$ cat src/rtl/div_seq_16b_if.sv
// Start/done handshake bundle between the ALU and the sequential divider.
// The master issues operands and start; the slave reports busy, done and results.
interface div_seq_16b_if #(
    parameter int N = 16
);
    logic         start;
    logic [N-1:0] dividend;
    logic [N-1:0] divisor;
    logic         busy;
    logic         done;
    logic [N-1:0] quotient;
    logic [N-1:0] remainder;
    logic         div_by_zero;

    modport master (
        output start,
        output dividend,
        output divisor,
        input  busy,
        input  done,
        input  quotient,
        input  remainder,
        input  div_by_zero
    );

    modport slave (
        input  start,
        input  dividend,
        input  divisor,
        output busy,
        output done,
        output quotient,
        output remainder,
        output div_by_zero
    );
endinterface

$ cat src/rtl/div_seq_16b.sv
// Sequential unsigned restoring divider: one trial subtraction and one quotient bit per cycle,
// fixed N-cycle latency from the accepting edge to the done pulse.
module div_seq_16b #(
    parameter int N = 16
) (
    input  logic          clk,
    input  logic          rst,
    div_seq_16b_if.slave  bus
);
    localparam int CW = (N > 1) ? $clog2(N) : 1;

    typedef enum logic {
        IDLE,
        RUN
    } state_t;

    state_t       state;
    state_t       state_nxt;
    logic [CW-1:0] cnt;
    logic [CW-1:0] cnt_nxt;
    logic [N-1:0] q_reg;
    logic [N-1:0] q_nxt;
    logic [N-1:0] d_reg;
    logic [N-1:0] d_nxt;
    logic [N-1:0] r_reg;
    logic [N-1:0] r_nxt;
    logic         busy_reg;
    logic         busy_nxt;
    logic         done_reg;
    logic         done_nxt;
    logic [N-1:0] quot_reg;
    logic [N-1:0] quot_nxt;
    logic [N-1:0] rem_reg;
    logic [N-1:0] rem_nxt;
    logic         dbz_reg;
    logic         dbz_nxt;

    logic [N:0]   trial;
    logic [N:0]   diff;
    logic [N-1:0] q_shift;
    logic [N-1:0] r_step;
    logic         last_iter;

    // The partial remainder always stays below the divisor (or is a prefix of the
    // dividend when dividing by zero), so N bits of R are enough to hold it.
    assign trial     = {r_reg, q_reg[N-1]};
    assign diff      = trial + ~{1'b0, d_reg} + {{N{1'b0}}, 1'b1};
    assign q_shift   = {q_reg[N-2:0], ~diff[N]};
    assign r_step    = diff[N] ? trial[N-1:0] : diff[N-1:0];
    assign last_iter = (cnt == CW'(N - 1));

    always_comb begin
        state_nxt = state;
        cnt_nxt   = cnt;
        q_nxt     = q_reg;
        d_nxt     = d_reg;
        r_nxt     = r_reg;
        busy_nxt  = busy_reg;
        done_nxt  = 1'b0;
        quot_nxt  = quot_reg;
        rem_nxt   = rem_reg;
        dbz_nxt   = dbz_reg;

        case (state)
            IDLE: begin
                if (bus.start) begin
                    q_nxt     = bus.dividend;
                    d_nxt     = bus.divisor;
                    r_nxt     = '0;
                    cnt_nxt   = '0;
                    busy_nxt  = 1'b1;
                    state_nxt = RUN;
                end
            end
            RUN: begin
                q_nxt   = q_shift;
                r_nxt   = r_step;
                cnt_nxt = cnt + CW'(1);
                if (last_iter) begin
                    quot_nxt  = q_shift;
                    rem_nxt   = r_step;
                    dbz_nxt   = (d_reg == '0);
                    done_nxt  = 1'b1;
                    busy_nxt  = 1'b0;
                    cnt_nxt   = '0;
                    state_nxt = IDLE;
                end
            end
            default: begin
                state_nxt = IDLE;
                busy_nxt  = 1'b0;
            end
        endcase
    end

    always_ff @(posedge clk) begin
        if (rst) begin
            state    <= IDLE;
            cnt      <= '0;
            q_reg    <= '0;
            d_reg    <= '0;
            r_reg    <= '0;
            busy_reg <= 1'b0;
            done_reg <= 1'b0;
            quot_reg <= '0;
            rem_reg  <= '0;
            dbz_reg  <= 1'b0;
        end else begin
            state    <= state_nxt;
            cnt      <= cnt_nxt;
            q_reg    <= q_nxt;
            d_reg    <= d_nxt;
            r_reg    <= r_nxt;
            busy_reg <= busy_nxt;
            done_reg <= done_nxt;
            quot_reg <= quot_nxt;
            rem_reg  <= rem_nxt;
            dbz_reg  <= dbz_nxt;
        end
    end

    assign bus.busy        = busy_reg;
    assign bus.done        = done_reg;
    assign bus.quotient    = quot_reg;
    assign bus.remainder   = rem_reg;
    assign bus.div_by_zero = dbz_reg;
endmodule
$ cat src/flat_wrapper.sv
// flat-port wrapper written by rule: the top's interface ports become plain ports
module div_seq_16b_flat 
#(
    parameter int N = 16
)
  (clk, rst, bus_start, bus_dividend, bus_divisor, bus_busy, bus_done, bus_quotient, bus_remainder, bus_div_by_zero);
  div_seq_16b_if #(.N(N)) bus_i ();
  input  logic clk;
  input  logic rst;
  input wire logic [$bits(bus_i.start)-1:0] bus_start;
  input wire logic [$bits(bus_i.dividend)-1:0] bus_dividend;
  input wire logic [$bits(bus_i.divisor)-1:0] bus_divisor;
  output wire logic [$bits(bus_i.busy)-1:0] bus_busy;
  output wire logic [$bits(bus_i.done)-1:0] bus_done;
  output wire logic [$bits(bus_i.quotient)-1:0] bus_quotient;
  output wire logic [$bits(bus_i.remainder)-1:0] bus_remainder;
  output wire logic [$bits(bus_i.div_by_zero)-1:0] bus_div_by_zero;
  assign bus_i.start = bus_start;
  assign bus_i.dividend = bus_dividend;
  assign bus_i.divisor = bus_divisor;
  assign bus_busy = bus_i.busy;
  assign bus_done = bus_i.done;
  assign bus_quotient = bus_i.quotient;
  assign bus_remainder = bus_i.remainder;
  assign bus_div_by_zero = bus_i.div_by_zero;
  div_seq_16b #(.N(N)) u_core (.clk(clk), .rst(rst), .bus(bus_i));
endmodule
$ cat config.mk
export PLATFORM = sky130hd
export DESIGN_NAME = div_seq_16b_flat
export DESIGN_NICKNAME = d
export VERILOG_FILES = /design/src/rtl/div_seq_16b_if.sv /design/src/rtl/div_seq_16b.sv /design/src/flat_wrapper.sv
export SDC_FILE = /design/constraint.sdc
export NUM_CORES = 1
export LEC_CHECK = 0
export ABC_AREA = 1
export CORE_UTILIZATION = 64
export DETAILED_ROUTE_END_ITERATION = 12
export DONT_BUFFER_PORTS = 1
export HOLD_SLACK_MARGIN = 0.02
export PLACE_DENSITY = 0.8
export SYNTH_ARGS = -nofsm -noshare
export SYNTH_HDL_FRONTEND = slang
export SYNTH_SLANG_ARGS = --single-unit
$ cat constraint.sdc
create_clock -name clk -period 2.5 [get_ports clk]
set_clock_uncertainty 0.2 [all_clocks]
set_input_delay 0.625 -clock clk [delete_from_list [all_inputs] [get_ports clk]]
set_output_delay 0.625 -clock clk [all_outputs]
set_load 0.01 [all_outputs]
==> impl_metrics.json, run 1 <==
{
  "finalPower_mw": 8.75,
  "syn_area_per_cell_um2": 7.21,
  "final_cell_mix": "216 x nand2_1, 102 x inv_1, 87 x dfxtp_1, 38 x nand3_1, 32 x a21oi_1",
  "first_iter_violations": 201,
  "min_period_over_period": 0.954,
  "finalMaxSlewViolations": 0,
  "drive_gt1_frac": 0.147,
  "antenna_left": 0,
  "routabilityCongestion": 0.947,
  "die_h_um": 88.6,
  "area_growth_pct": 7.59,
  "critPathSlowestCell": "fa_2",
  "grt_pass1_wl_mm": 16.8,
  "num_antenna_cells": 0,
  "cts.sinks": 88,
  "wl_mm": 11.0,
  "netlist_instances": 665,
  "cts_buffers": 9,
  "dp_hpwl_mm": 7.96,
  "remaining_drc_errors": 0,
  "hold_ws_ns": 0.118,
  "critPathMaxFanout": 16,
  "viasPerCell": 5.35,
  "path_clk_slew_ns": 0.10,
  "crit_path_max_incr_delay_ns": 0.35,
  "grt_max_degree": 33,
  "layout.nets": 726,
  "fp.dieArea_um2": 7840,
  "ys_types": 40,
  "syn_area_um2": 4790,
  "relSlewSlack": 0.684,
  "clock.fmax_mhz": 419,
  "ys_warn_count": 0,
  "clockRootBuffer": "clkbuf_8",
  "clkLatencyLatePin_ns": 0.36,
  "syn-num-nets": 718,
  "nFillCells": 609,
  "htreeDepth": 3,
  "post_drt_wl_per_cell_um": 14.2,
  "cp-start-kind": "flop",
  "fp.dieW_um": 88.6,
  "rows": 31,
  "coreArea_um2": 7250,
  "grt_overflow": 0,
  "setup.worst_path.end_class": "flop",
  "yosysSeqAreaShare": 0.367,
  "dr.pass1.iters": 5,
  "start_util": 0.661,
  "powerDensity_nw_per_um2": 1700,
  "io_pins": 70,
  "hold_violations": 0,
  "grt_pass1_vias": 3604,
  "layout_min_cycle_time_ns": 2.39,
  "ir_worst_vdd_mv": 0.987,
  "max_cap_violations": 0,
  "grtUsageTotal": 0.283,
  "io_buffers": 0,
  "ys_seq_elements": 88,
  "antenna_found_initial": 0,
  "cp.arrival_ns": 2.49,
  "tns_ns": 0,
  "hold_path.class": "primary input to flop",
  "cts_tree": "done",
  "cts.hold.buffers_added": 0,
  "final_common_cell": "nand2_1",
  "critical_path_required_ns": 2.60,
  "num_vias": 4157,
  "crit_top_cell": "nand2_4",
  "status": "completed",
  "p_leak_nw": 2.55,
  "path_cells": "inv_1 -> ha_1 -> inv_1 -> fa_2 -> nand2_1 -> nand2_1 -> nand3_2 -> nand2_4 -> nand2_4 -> nand2_2 -> nand2_8 -> nand2_8 -> buf_4 -> nand2_4 -> nand3_2 -> a21oi_2",
  "setup_violations": 0,
  "rsz0062_at_grt": "no",
  "crit_type": "flop to flop",
  "tightest_slew_ns": 0.470,
  "cts_buffer_depth": 2
}
-- metrics by stage --
| stage | worst slack, ns | cells | util | area (um2) |
|---|---|---|---|---|
| floorplan | 0.270 | 665 | - | 4790 |
| global placement | 0.187 | 753 | 0.674 | 4890 |
| detailed placement | 0.0733 | 753 | 0.674 | 4890 |
| CTS | 0.0412 | 769 | 0.700 | 5070 |
| global route | 0.000937 | 777 | 0.711 | 5160 |
| finish | 0.114 | 777 | 0.711 | 5160 |
-- synth_stat cells (all sizes together) --
library cell,n,area (um2)
a21oi,43,272
and2,3,21.3
dfxtp,88,1760
a31oi,1,12.5
nor3,1,5.00
nand2,236,1000
inv,105,394
xor2,1,8.76
nand3b,13,140
a22o,3,26.3
nor2,23,109
o21ai,31,155
nor4,4,25.0
nand3,50,318
clkbuf,15,56.3
ha,17,213
xnor2,7,61.3
nand4,3,18.8
a211oi,1,7.51
buf,8,78.8
fa,1,20.0
o221ai,9,78.8
clkinv,2,7.51
-- what timing repair did --
| action | in CTS | in global routing |
|---|---|---|
| gates resized for setup | 0 | 3 |
| setup buffers | 0 | 8 |
| setup endpoints to repair | 0 | 27 |
-- layout make-up --
type	count	area, um2	area share
Tap cell	99	124	0.0240
Inverter	107	402	0.0779
Sequential cell	88	1760	0.342
Clock buffer	10	128	0.0247
Timing Repair Buffer	20	175	0.0340
Clock inverter	6	57.6	0.0112
Multi-Input combinational cell	447	2510	0.487
-- power breakdown --
group          total (mW)  switching (mW)  internal, mW
Sequential           1.78           0.196          1.58
Combinational        6.04            3.62          2.43
Clock               0.924           0.550         0.375
Total                8.75            4.36          4.38
-- logic make-up (layout without fill, tap and decap cells) --
| group | after synthesis | in the layout | share of synthesized area |
|---|---|---|---|
| adder cells (fa/ha/maj) | 18 | 18 | 0.0485 |
| AO/OA/AOI/OAI | 88 | 88 | 0.115 |
| AND/OR/NAND/NOR | 333 | 333 | 0.342 |
| XOR/XNOR | 8 | 8 | 0.0146 |
| buffers and inverters | 130 | 143 | 0.112 |
| flip-flops | 88 | 88 | 0.367 |
-- worst max-delay path, delay by kind of cell (launching register included) --
kind	cells	cell delay (ns)
adders and majority gates	2	0.51
DFF	1	0.32
buffers and inverters	3	0.31
AOI/OAI and AO/OA	1	0.12
and+or+nand+nor	10	0.85
-- worst paths after layout --
check	from	end	slack [ns]	depth (start not counted)
worst min register to register	u_core.cnt[3]	u_core.cnt[3]	0.28	2
worst max register to register	u_core.q_reg[15]	u_core.r_reg[2]	0.11	16
worst max-delay path	u_core.q_reg[15]	u_core.r_reg[2]	0.11	16
worst min-delay path	rst	u_core.cnt[1]	0.12	1
-- routing by layer --
metal | vias up | GRT usage | part of all wire
met5 | - | 0 | 0
met1 | 1878 | 0.386 | 0.45
met2 | 153 | 0.462 | 0.46
met4 | 0 | 0.0718 | 0.015
met3 | 21 | 0.0522 | 0.075
li1 | 2105 | - | -
(Power assumes the default switching activity.)
==> run 2: changes to the inputs <==
Settings changed: CTS_BUF_LIST from default to sky130_fd_sc_hd__clkbuf_4 sky130_fd_sc_hd__clkbuf_8 sky130_fd_sc_hd__clkbuf_16, SKIP_LAST_GASP from default to 1.
==> run 2 against run 1 <==
- global-route usage is the same
- final area hardly changed
- fmax about the same
- critical path depth unchanged
- first-iteration DRC count shrank 4.5%
- sequential power hardly changed
- worst hold slack better by 0.0087 ns
- power rose by 0.16%
- die area unchanged
- critical endpoint is now u_core.r_reg[8]
- largest power group unchanged
==> impl_metrics.json, run 2 (synthesis gave the netlist of run 1 again) <==
{
  "wl_mm": 11.1,
  "fp.dieArea_um2": 7840,
  "path_cells": "inv_1 -> ha_1 -> inv_1 -> fa_2 -> nand2_1 -> nand2_1 -> nand3_2 -> nand2_4 -> nand2_4 -> nand2_2 -> nand2_8 -> nand2_8 -> buf_4 -> nand2_4 -> nand3_2 -> a21oi_2",
  "antenna_left": 0,
  "grt_use_met3": 0.0522,
  "dr.pass1.iters": 5,
  "cts.hold.buffers_added": 0,
  "grt_util_met2": 0.462,
  "ir_worst_vdd_mv": 0.983,
  "min_period_over_period": 0.955,
  "dp_hpwl_mm": 7.96,
  "cts_buffer_depth": 2,
  "powerDensity_nw_per_um2": 1700,
  "final_cell_mix": "216 x nand2_1, 102 x inv_1, 87 x dfxtp_1, 38 x nand3_1, 32 x a21oi_1",
  "layout_setup_ws_ns": 0.113,
  "critical_path_required_ns": 2.60,
  "num_vias": 4163,
  "routabilityCongestion": 0.947,
  "antenna_found_initial": 0,
  "timing.critical_path.buf_inv": 3,
  "clkLatencyLatePin_ns": 0.36,
  "crit_path_max_incr_delay_ns": 0.35,
  "first_iter_violations": 192,
  "htreeDepth": 3,
  "layout_min_cycle_time_ns": 2.39,
  "viasPerCell": 5.36,
  "hold_path.class": "primary input to flop",
  "rows": 31,
  "clockRootBuffer": "clkbuf_8",
  "area_growth_pct": 7.67,
  "fp.dieW_um": 88.6,
  "grt_overflow": 0,
  "path_delay_family": "simple AND/OR/NAND/NOR gates",
  "critPathMaxFanout": 16,
  "path_clk_slew_ns": 0.10,
  "grt_max_degree": 33,
  "p_leak_nw": 2.55,
  "setup_violations": 0,
  "status": "completed",
  "start_util": 0.661,
  "cts_buffers": 9,
  "drive_gt1_frac": 0.149,
  "crit_top_cell": "nand2_4",
  "hold_violations": 0,
  "gr-usage-met1": 0.386,
  "tightest_slew_ns": 0.466,
  "coreArea_um2": 7250,
  "tns_ns": 0,
  "num_antenna_cells": 0,
  "grt_pass1_wl_mm": 16.8,
  "final_area_um2": 5160,
  "top_usage_layer": "met2",
  "grtUsageTotal": 0.283,
  "cp.arrival_ns": 2.49,
  "cts.sinks": 88,
  "relSlewSlack": 0.687,
  "grt_pass1_vias": 3604,
  "cts_tree": "done",
  "post_drt_wl_per_cell_um": 14.2,
  "cp-start-kind": "flop",
  "crit_type": "flop to flop",
  "setup.worst_path.end_class": "flop",
  "die_h_um": 88.6,
  "final_common_cell": "nand2_1",
  "placed_area_um2": 4890,
  "clock.fmax_mhz": 419,
  "pre_cts_slack_ns": 0.0733,
  "io_pins": 70,
  "max_cap_violations": 0,
  "rsz0062_at_grt": "no",
  "layout.nets": 726,
  "io_buffers": 0,
  "remaining_drc_errors": 0,
  "critPathSlowestCell": "fa_2",
  "finalMaxSlewViolations": 0
}
==> run 2: area by class of cell <==
cell class	instances	area [um2]
inverters	107	402
well taps	99	124
fillers	609	2090
clock buffers	10	131
flip-flops and latches	88	1760
multi-input cells	447	2510
repair buffers	20	175
clock inverters	6	57.6
==> run 2: path summary, 6_finish.rpt <==
kind	from	endpoint	slack, ns	depth (start not counted)
hold / removal	rst	u_core.cnt[1]	0.13	1
setup reg to reg	u_core.q_reg[15]	u_core.r_reg[8]	0.11	16
setup / recovery	u_core.q_reg[15]	u_core.r_reg[8]	0.11	16
hold reg to reg	u_core.cnt[3]	u_core.cnt[3]	0.28	2
==> run 2: metal layers <==
layer  vias up  wire length [um]
met5         -                 0
met4         0               158
met3        21               889
met2       156              5140
met1      1882              4870
li1       2104                 -
==> run 2: repair_timing <==
action	CTS	global route
setup endpoints to repair	0	27
gates resized for setup	0	3
buffers inserted	0	8
==> run 2: report_power, final <==
group | switching, mW | total (mW) | internal [mW]
clock | 0.551 | 0.937 | 0.386
sequential | 0.196 | 1.78 | 1.58
combinational | 3.62 | 6.04 | 2.43
total | 4.37 | 8.76 | 4.39
==> run 2: stage by stage <==
stage | hold slack [ns] | utilization | std cells | total power [mW]
6_report | 0.127 | 0.712 | 777 | 8.76
5_1_grt | 0.101 | 0.712 | 777 | 9.45
4_1_cts | 0.107 | 0.700 | 769 | 8.05
3_5_place_dp | 0.267 | 0.674 | 753 | 7.08
3_3_place_gp | 0.249 | 0.674 | 753 | 6.96
2_1_floorplan | 0.245 | - | 665 | 6.33
==> run 3: changes to the inputs <==
Clock period 2.5 ns to 2.4 ns, I/O delays scaled along.
==> run 3 against run 2 <==
- fmax up 3.7%
- sequential power up 3%
- critical endpoint is now u_core.r_reg[2]
- count of clock-buffer cells in the layout down 1
- power up 4.9%
- sequential share of layout area down 0.29 points
==> impl_metrics.json, run 3 (synthesis gave the netlist of run 1 again) <==
{
  "cts_buffer_depth": 2,
  "die_h_um": 88.6,
  "path_cells": "inv_2 -> ha_2 -> inv_2 -> fa_2 -> nand2_2 -> nand2_2 -> nand3_2 -> nand2_4 -> nand2_4 -> nand2_4 -> nand2_8 -> nand2_8 -> buf_12 -> nand2_4 -> nand3_2 -> a21oi_2",
  "fp.dieArea_um2": 7840,
  "cts.hold.buffers_added": 0,
  "final_core_util": 0.718,
  "min_period_over_period": 0.959,
  "fp.dieW_um": 88.6,
  "critPathSlowestCell": "fa_2",
  "hold_path.class": "primary input to flop",
  "status": "completed",
  "antenna_left": 0,
  "clock.fmax_mhz": 435,
  "ir_worst_vdd_mv": 0.936,
  "final_cell_mix": "214 x nand2_1, 100 x inv_1, 86 x dfxtp_1, 37 x nand3_1",
  "num_antenna_cells": 0,
  "start_util": 0.661,
  "first_iter_violations": 187,
  "drive_gt1_frac": 0.163,
  "rsz0062_at_grt": "no",
  "tns_ns": 0,
  "viasPerCell": 5.31,
  "grt_pass1_vias": 3769,
  "rows": 31,
  "clockRootBuffer": "clkbuf_8",
  "grt_pass1_wl_mm": 17.2,
  "critical_path_required_ns": 2.50,
  "powerDensity_nw_per_um2": 1760,
  "relSlewSlack": 0.664,
  "routabilityCongestion": 0.890,
  "post_drt_wl_per_cell_um": 14.1,
  "area_growth_pct": 8.66,
  "clkLatencyLatePin_ns": 0.36,
  "dp_hpwl_mm": 8.01,
  "nFillCells": 608,
  "cts_tree": "done",
  "layout_setup_ws_ns": 0.0989,
  "layout_min_cycle_time_ns": 2.30,
  "finalMaxSlewViolations": 0,
  "hold_violations": 0,
  "critPathMaxFanout": 14,
  "wl_mm": 11.0,
  "io_pins": 70,
  "htreeDepth": 3,
  "cts.sinks": 88,
  "num_vias": 4131,
  "cp-start-kind": "flop",
  "max_cap_violations": 0,
  "tightest_slew_ns": 0.500,
  "grt_max_degree": 33,
  "setup_violations": 0,
  "pre_cts_slack_ns": 0.0325,
  "cp.arrival_ns": 2.40,
  "crit_top_cell": "nand2_4",
  "antenna_found_initial": 0,
  "path_clk_slew_ns": 0.10,
  "remaining_drc_errors": 0,
  "layout.nets": 727,
  "grtUsageTotal": 0.288,
  "coreArea_um2": 7250,
  "dr.pass1.iters": 5,
  "grt_overflow": 0,
  "io_buffers": 0,
  "final_common_cell": "nand2_1",
  "crit_type": "flop to flop",
  "crit_path_max_incr_delay_ns": 0.38,
  "p_leak_nw": 2.56,
  "setup.worst_path.end_class": "flop",
  "cts_buffers": 9
}
[run 3: metrics by stage]
stage / cell area, um2 / cells / power (mW) / hold slack [ns]
after floorplan: 4790 / 665 / 6.59 / 0.245
after CTS: 5080 / 771 / 8.34 / 0.0843
final: 5210 / 778 / 9.19 / 0.0964
after detailed placement: 4890 / 755 / 7.34 / 0.253
after global placement: 4890 / 755 / 7.20 / 0.249
after global routing: 5210 / 778 / 9.91 / 0.0657
[run 3: worst paths after layout]
path | slack (ns) | cells past startpoint | to | startpoint
max | 0.1 | 16 | u_core.r_reg[2] | u_core.q_reg[15]
min | 0.1 | 1 | u_core.r_reg[13] | rst
max reg2reg | 0.1 | 16 | u_core.r_reg[2] | u_core.q_reg[15]
min reg2reg | 0.26 | 2 | u_core.cnt[3] | u_core.cnt[3]
[run 3: timing repair]
item,4_1_cts,5_1_grt
gates resized for setup,0,15
buffers inserted,0,7
setup endpoints to repair,0,32
[run 3: where the power goes]
group	leakage (nW)	switching, mW	internal, mW
combinational	1.76	3.79	2.56
clock	0.0859	0.594	0.396
sequential	0.717	0.195	1.65
[run 3: cell type report]
class,count,area [um2],share of cell area
flip-flops and latches,88,1760,0.339
well taps,99,124,0.0238
clock buffers,9,124,0.0238
repair buffers,21,190,0.0365
inverters,107,402,0.0771
clock inverters,7,62.6,0.0120
multi-input cells,447,2540,0.488
[run 3: critical path, delay by kind of cell (launching register included)]
family	cells	cell delay, ns
fa+ha+maj	2	0.54
compound gates	1	0.12
buf+inv	3	0.25
flops	1	0.32
simple gates	10	0.80
[run 3: per-layer routing]
metal / wire, um / track usage
met3: 715 / 0.0728
met4: 149 / 0.0748
met5: 0 / 0
met2: 5110 / 0.465
met1: 5020 / 0.384
